### config.mk
export PLATFORM = sky130hd
export DESIGN_NAME = pipelined_addsub
export DESIGN_NICKNAME = d
export VERILOG_FILES = /design/src/rtl/pipelined_addsub.sv
export SDC_FILE = /design/constraint.sdc
export NUM_CORES = 1
export LEC_CHECK = 0
export CELL_PAD_IN_SITES_DETAIL_PLACEMENT = 1
export CELL_PAD_IN_SITES_GLOBAL_PLACEMENT = 1
export CORE_UTILIZATION = 49
export DETAILED_ROUTE_END_ITERATION = 16
export MAX_ROUTING_LAYER = met4
export PLACE_DENSITY_LB_ADDON = 0.1
export SLEW_MARGIN = 20
export SYNTH_ARGS = -nofsm -noshare
export SYNTH_HDL_FRONTEND = slang
export SYNTH_SLANG_ARGS = --single-unit
### constraint.sdc
create_clock -name clk -period 6.7 [get_ports clk]
set_clock_uncertainty 0.1 [all_clocks]
set_input_delay 1.005 -clock clk [delete_from_list [all_inputs] [get_ports clk]]
set_output_delay 1.005 -clock clk [all_outputs]
set_load 0.01 [all_outputs]
### src/rtl/pipelined_addsub.sv
// Pipelined two's-complement adder/subtractor: the carry chain is cut into STAGES slices,
// one slice per register stage, each slice built from GROUP-bit lookahead groups.
module pipelined_addsub #(
    parameter int WIDTH  = 32,
    parameter int STAGES = 4,
    parameter int GROUP  = 4,
    parameter int TAG_W  = 5
) (
    input  logic             clk,
    input  logic             rst_n,
    input  logic             in_valid,
    output logic             in_ready,
    input  logic [WIDTH-1:0] in_a,
    input  logic [WIDTH-1:0] in_b,
    input  logic [1:0]       in_op,
    input  logic             in_cin,
    input  logic [TAG_W-1:0] in_tag,
    output logic             out_valid,
    input  logic             out_ready,
    output logic [WIDTH-1:0] out_res,
    output logic             out_cout,
    output logic             out_ovf,
    output logic             out_zero,
    output logic             out_neg,
    output logic [TAG_W-1:0] out_tag
);

    localparam int SW = WIDTH / STAGES;
    localparam int NG = SW / GROUP;

    // Returns {carry_out, sum} for one slice; bits ripple inside a group, groups chain via group P/G.
    function automatic logic [SW:0] slice_add(input logic [SW-1:0] a,
                                               input logic [SW-1:0] b,
                                               input logic          cin);
        logic [SW-1:0] g, p, s;
        logic          c, bc, gg, gp;
        int            idx;
        g = a & b;
        p = a ^ b;
        s = '0;
        c = cin;
        for (int grp = 0; grp < NG; grp++) begin
            bc = c;
            gg = 1'b0;
            gp = 1'b1;
            for (int i = 0; i < GROUP; i++) begin
                idx    = grp * GROUP + i;
                s[idx] = p[idx] ^ bc;
                bc     = g[idx] | (p[idx] & bc);
                gg     = g[idx] | (p[idx] & gg);
                gp     = gp & p[idx];
            end
            c = gg | (gp & c);
        end
        return {c, s};
    endfunction

    logic [WIDTH-1:0] b_ent;
    logic             c_ent;

    // sbb: in_cin=1 means a borrow is pending, so the carry-in is its complement.
    always_comb begin
        b_ent = in_op[0] ? ~in_b : in_b;
        case (in_op)
            2'b00:   c_ent = 1'b0;
            2'b01:   c_ent = 1'b1;
            2'b10:   c_ent = in_cin;
            default: c_ent = ~in_cin;
        endcase
    end

    for (genvar k = 0; k < STAGES; k++) begin : stg
        localparam int LO = k * SW;
        localparam int RW = WIDTH - LO;

        logic [RW-1:0]      a_i, b_i;
        logic               c_i, v_i;
        logic [TAG_W-1:0]   tag_i;
        logic [LO+SW-1:0]   res_n, res_q;
        logic [SW:0]        sr;
        logic               v_q, c_q, rdy, load;
        logic [TAG_W-1:0]   tag_q;

        if (k == 0) begin : g_in
            assign a_i   = in_a;
            assign b_i   = b_ent;
            assign c_i   = c_ent;
            assign v_i   = in_valid;
            assign tag_i = in_tag;
            assign res_n = sr[SW-1:0];
        end else begin : g_in
            assign a_i   = stg[k-1].g_fwd.a_q;
            assign b_i   = stg[k-1].g_fwd.b_q;
            assign c_i   = stg[k-1].c_q;
            assign v_i   = stg[k-1].v_q;
            assign tag_i = stg[k-1].tag_q;
            assign res_n = {sr[SW-1:0], stg[k-1].res_q};
        end

        assign sr = slice_add(a_i[SW-1:0], b_i[SW-1:0], c_i);

        if (k == STAGES - 1) begin : g_rdy
            assign rdy = ~v_q | out_ready;
        end else begin : g_rdy
            assign rdy = ~v_q | stg[k+1].rdy;
        end

        assign load = rdy & v_i;

        always_ff @(posedge clk or negedge rst_n) begin
            if (!rst_n) begin
                v_q   <= 1'b0;
                c_q   <= 1'b0;
                res_q <= '0;
                tag_q <= '0;
            end else begin
                if (rdy) v_q <= v_i;
                if (load) begin
                    res_q <= res_n;
                    c_q   <= sr[SW];
                    tag_q <= tag_i;
                end
            end
        end

        if (k < STAGES - 1) begin : g_fwd
            // Only the operand bits still to be summed travel on to later stages.
            logic [RW-SW-1:0] a_q, b_q;
            always_ff @(posedge clk or negedge rst_n) begin
                if (!rst_n) begin
                    a_q <= '0;
                    b_q <= '0;
                end else if (load) begin
                    a_q <= a_i[RW-1:SW];
                    b_q <= b_i[RW-1:SW];
                end
            end
        end else begin : g_flags
            logic ovf_q, zero_q, neg_q;
            // Carry into the MSB is recovered as sum ^ a ^ b' at that bit.
            always_ff @(posedge clk or negedge rst_n) begin
                if (!rst_n) begin
                    ovf_q  <= 1'b0;
                    zero_q <= 1'b0;
                    neg_q  <= 1'b0;
                end else if (load) begin
                    ovf_q  <= sr[SW] ^ sr[SW-1] ^ a_i[SW-1] ^ b_i[SW-1];
                    zero_q <= ~|res_n;
                    neg_q  <= res_n[LO+SW-1];
                end
            end
        end
    end

    assign in_ready  = stg[0].rdy;
    assign out_valid = stg[STAGES-1].v_q;
    assign out_res   = stg[STAGES-1].res_q;
    assign out_cout  = stg[STAGES-1].c_q;
    assign out_tag   = stg[STAGES-1].tag_q;
    assign out_ovf   = stg[STAGES-1].g_flags.ovf_q;
    assign out_zero  = stg[STAGES-1].g_flags.zero_q;
    assign out_neg   = stg[STAGES-1].g_flags.neg_q;

endmodule

==> impl_metrics.yaml <==
synthesis:
  synth_mux_area_share_pct: 18.7
  yosys_warnings: 0
  synth_xor_area_share_pct: 4.14
  syn_inst: 685
  ys.flop_type: "dfrtp_1"
  netlist_top_cells_area: "dfrtp_1, mux2_2, fa_1, ha_1, xnor2_1"
  synthTopCellsByCount: "dfrtp_1, mux2_2, nand2_1, o21ai_0"
  synth_top_family_by_area: "multiplexers"
  ys_async_sr_fraction_pct: 100
  synth_fa_ha_area_share_pct: 9.46
  synth-edff-count: 0
  yosys.area_share.simple_pct: 4.37
  synth_compound_area_share_pct: 4.97
  synthDominantCellAreaShare_pct: 55.4
  synth.largest_area_cell: "dfrtp_1"
  synth_seq_cells: 206
  yosysSeqAreaShare_pct: 55.4
  netlist_area_sq_um: 9310
  synth.most_common_cell: "dfrtp_1"
  synth.avg_cell_area_sq_um: 13.6
  syn_nets: 817
  synth.distinct_cells: 37
cts:
  post-cts-setup-buffers: 0
  cts_hold_buf: 0
  cts.repair.resized: 0
  clock_latency_ns: 0.50
  cts_tree: "yes"
  cts_root_buffer: "clkbuf_16"
  cts_buffer_depth: 3
  clk_pin_slew_ns: 0.06
  clock-sinks: 206
  h-tree-depth: 1
  numCtsBuffers: 22
sta:
  tns_ns: 0
  fin_crit_ns: 4.19
  tightest_slew_ns: 1.02
  final_hold_viol_count: 0
  fmax_ghz: 0.239
  rsz0062_at_grt: "false"
  period_share_pct: 62.5
  setup_viol: 0
  relSlewSlack_pct: 32.2
  slew_viol_final: 0
worst_hold_path:
  hp-class: "in2async"
routing:
  via_count: 5578
  drtIter0Drc: 199
  dr.pass1.iters: 4
  wl_per_cell_um: 18.9
  vias_per_cell: 5.33
  wl_um: 19800
  drc: 0
  ant_nets: 0
layout:
  final_nets: 933
  final_area_sq_um: 11300
  insertedDiodeCount: 0
  area_growth_pct: 21.8
  final_layout_size_suffix_gt1_share_pct: 23.6
worst_setup_path:
  path_common_cell: "fa_1"
  critical_path_arrival_ns: 4.47
  critPathLaunch: "in_op[0]"
  path_class: "in2reg"
  cp_max_fo: 33
  r2r_cells: 13
  critical_path_required_ns: 6.98
  timing.rr.end: "out_zero"
  ff2ff_setup_slack_ns: 3.11
  cpMaxStageDelayCell: "buf_2"
  end_kind: "flip-flop"
  crit_path_start_kind: "primary input"
  cp_cell_sequence: "buf_2 > xor2_1 > ha_1 > nand3_1 > o22ai_1 > o21a_1 > nor2_1 > fa_1 > fa_1 > fa_1 > o21ai_0"
  crit_path_max_incr_delay_ns: 0.76
  r2r-start: "stg[2].g_fwd.a_q[0]"
outcome:
  status: "finished, final reports clean"
placement:
  portBuffers: 118
  dp.final_hpwl_um: 13500
  gp_congestion: 0.827
  dpl_cell_area_sq_um: 10600
floorplanning:
  io_pins: 119
  die_h_um: 140
  die_w_um: 140
  core_area_sq_um: 18600
  dieArea_sq_um: 19600
  initial_core_util_pct: 49.9
  rows: 50
global_route:
  grt_max_degree: 96
  grt_use_total_pct: 21.9
  overflow: 0
  antenna_found_initial: 0
  grt_pass1_vias: 6266
  grt_pass1_wl_um: 32700
pwr:
  power.density_nw_per_um2: 415
  power.leakage_nw: 4.93
  max-vdd-ir-drop_v: 0.000209
job:
  maxCapViolCount: 0
layout make-up:
| type | count | area (sq um) |
|---|---|---|
| Timing Repair Buffer | 122 | 1210 |
| Inverter | 26 | 97.6 |
| Multi-Input combinational cell | 423 | 3890 |
| Clock inverter | 2 | 35.0 |
| Tap cell | 234 | 293 |
| Clock buffer | 34 | 657 |
| Sequential cell | 206 | 5150 |
| Fill cell | 1835 | 7300 |
kinds of logic after synthesis:
group | count (synthesis)
adders and majority gates | 56
DFF | 206
xor gates and xnor gates | 44
muxes | 155
buffers and inverters | 56
and+or+nand+nor | 88
AOI/OAI and AO/OA | 80
report_power, final:
part / internal, W / total (W) / switching (W)
clock: 0.000706 / 0.00117 / 0.000465
sequential: 0.00168 / 0.00200 / 0.000314
combinational: 0.000874 / 0.00154 / 0.000671
total: 0.00326 / 0.00471 / 0.00145
state kept, by name (all words and copies together), names as in the netlist:
register / cells
out_ovf: 1
stg.tag_q: 15
out_tag: 5
out_cout: 1
stg.g_fwd.a_q: 48
stg.g_fwd.b_q: 48
out_valid: 1
stg.v_q: 3
stg.res_q: 48
out_res: 32
stg.c_q: 3
out_zero: 1
through the flow:
step | instances | setup WS (ns) | power (W) | hold slack (ns) | utilization, %
floorplan | 685 | 2.81 | 0.00289 | 0.340 | -
global placement | 1011 | 2.23 | 0.00345 | 0.360 | 57.1
detailed placement | 1011 | 1.98 | 0.00357 | 0.369 | 57.1
CTS | 1047 | 2.48 | 0.00478 | 0.348 | 60.8
global route | 1047 | 2.32 | 0.00501 | 0.361 | 60.9
finish | 1047 | 2.51 | 0.00471 | 0.343 | 60.9
cell usage in the layout, fill, tap and decap left out, drive strengths merged, types with 2 or more instances in the layout:
| master | synthesis | routed |
|---|---|---|
| a2111oi | 2 | 2 |
| a211oi | 3 | 3 |
| a21o | 5 | 5 |
| a21oi | 8 | 8 |
| a22oi | 2 | 2 |
| buf | 26 | 5 |
| clkbuf | 4 | 35 |
| clkdlybuf4s50 | 0 | 116 |
| dfrtp | 206 | 206 |
| fa | 24 | 24 |
| ha | 32 | 32 |
| inv | 26 | 26 |
| mux2 | 155 | 155 |
| nand2 | 52 | 52 |
| nand2b | 7 | 7 |
| nand3 | 2 | 2 |
| nand4 | 3 | 3 |
| nor2 | 10 | 10 |
| nor2b | 2 | 2 |
| nor3 | 2 | 2 |
| nor4 | 6 | 6 |
| o21a | 4 | 4 |
| o21ai | 51 | 51 |
| o31ai | 2 | 2 |
| xnor2 | 32 | 32 |
| xor2 | 12 | 12 |
worst max path at each step:
stage                     slack, ns  cells past startpoint         endpoint
after floorplan                2.81                     13  stg[0].res_q[7]
after global placement         2.23                     12  stg[0].res_q[7]
after detailed placement       1.98                     12  stg[0].res_q[7]
after CTS                      2.48                     11  stg[0].res_q[6]
after global routing           2.32                     12  stg[0].res_q[7]
final                          2.51                     11  stg[0].res_q[6]
worst max-delay path: cells and delay by family:
family,cells,cell delay [ns]
compound gates,3,0.64
xor+xnor,1,0.24
fa+ha+maj,4,1.68
buf+inv,1,0.76
simple gates,2,0.14
routing by layer:
layer / track usage (%) / part of all wire (%) / vias up
li1: - / - / 2580
met1: 26.7 / 43 / 2866
met2: 38.1 / 51 / 100
met3: 3.23 / 3.4 / 32
met4: 5.67 / 2.1 / 0
met5: - / 0 / -
(Power assumes the default switching activity.)
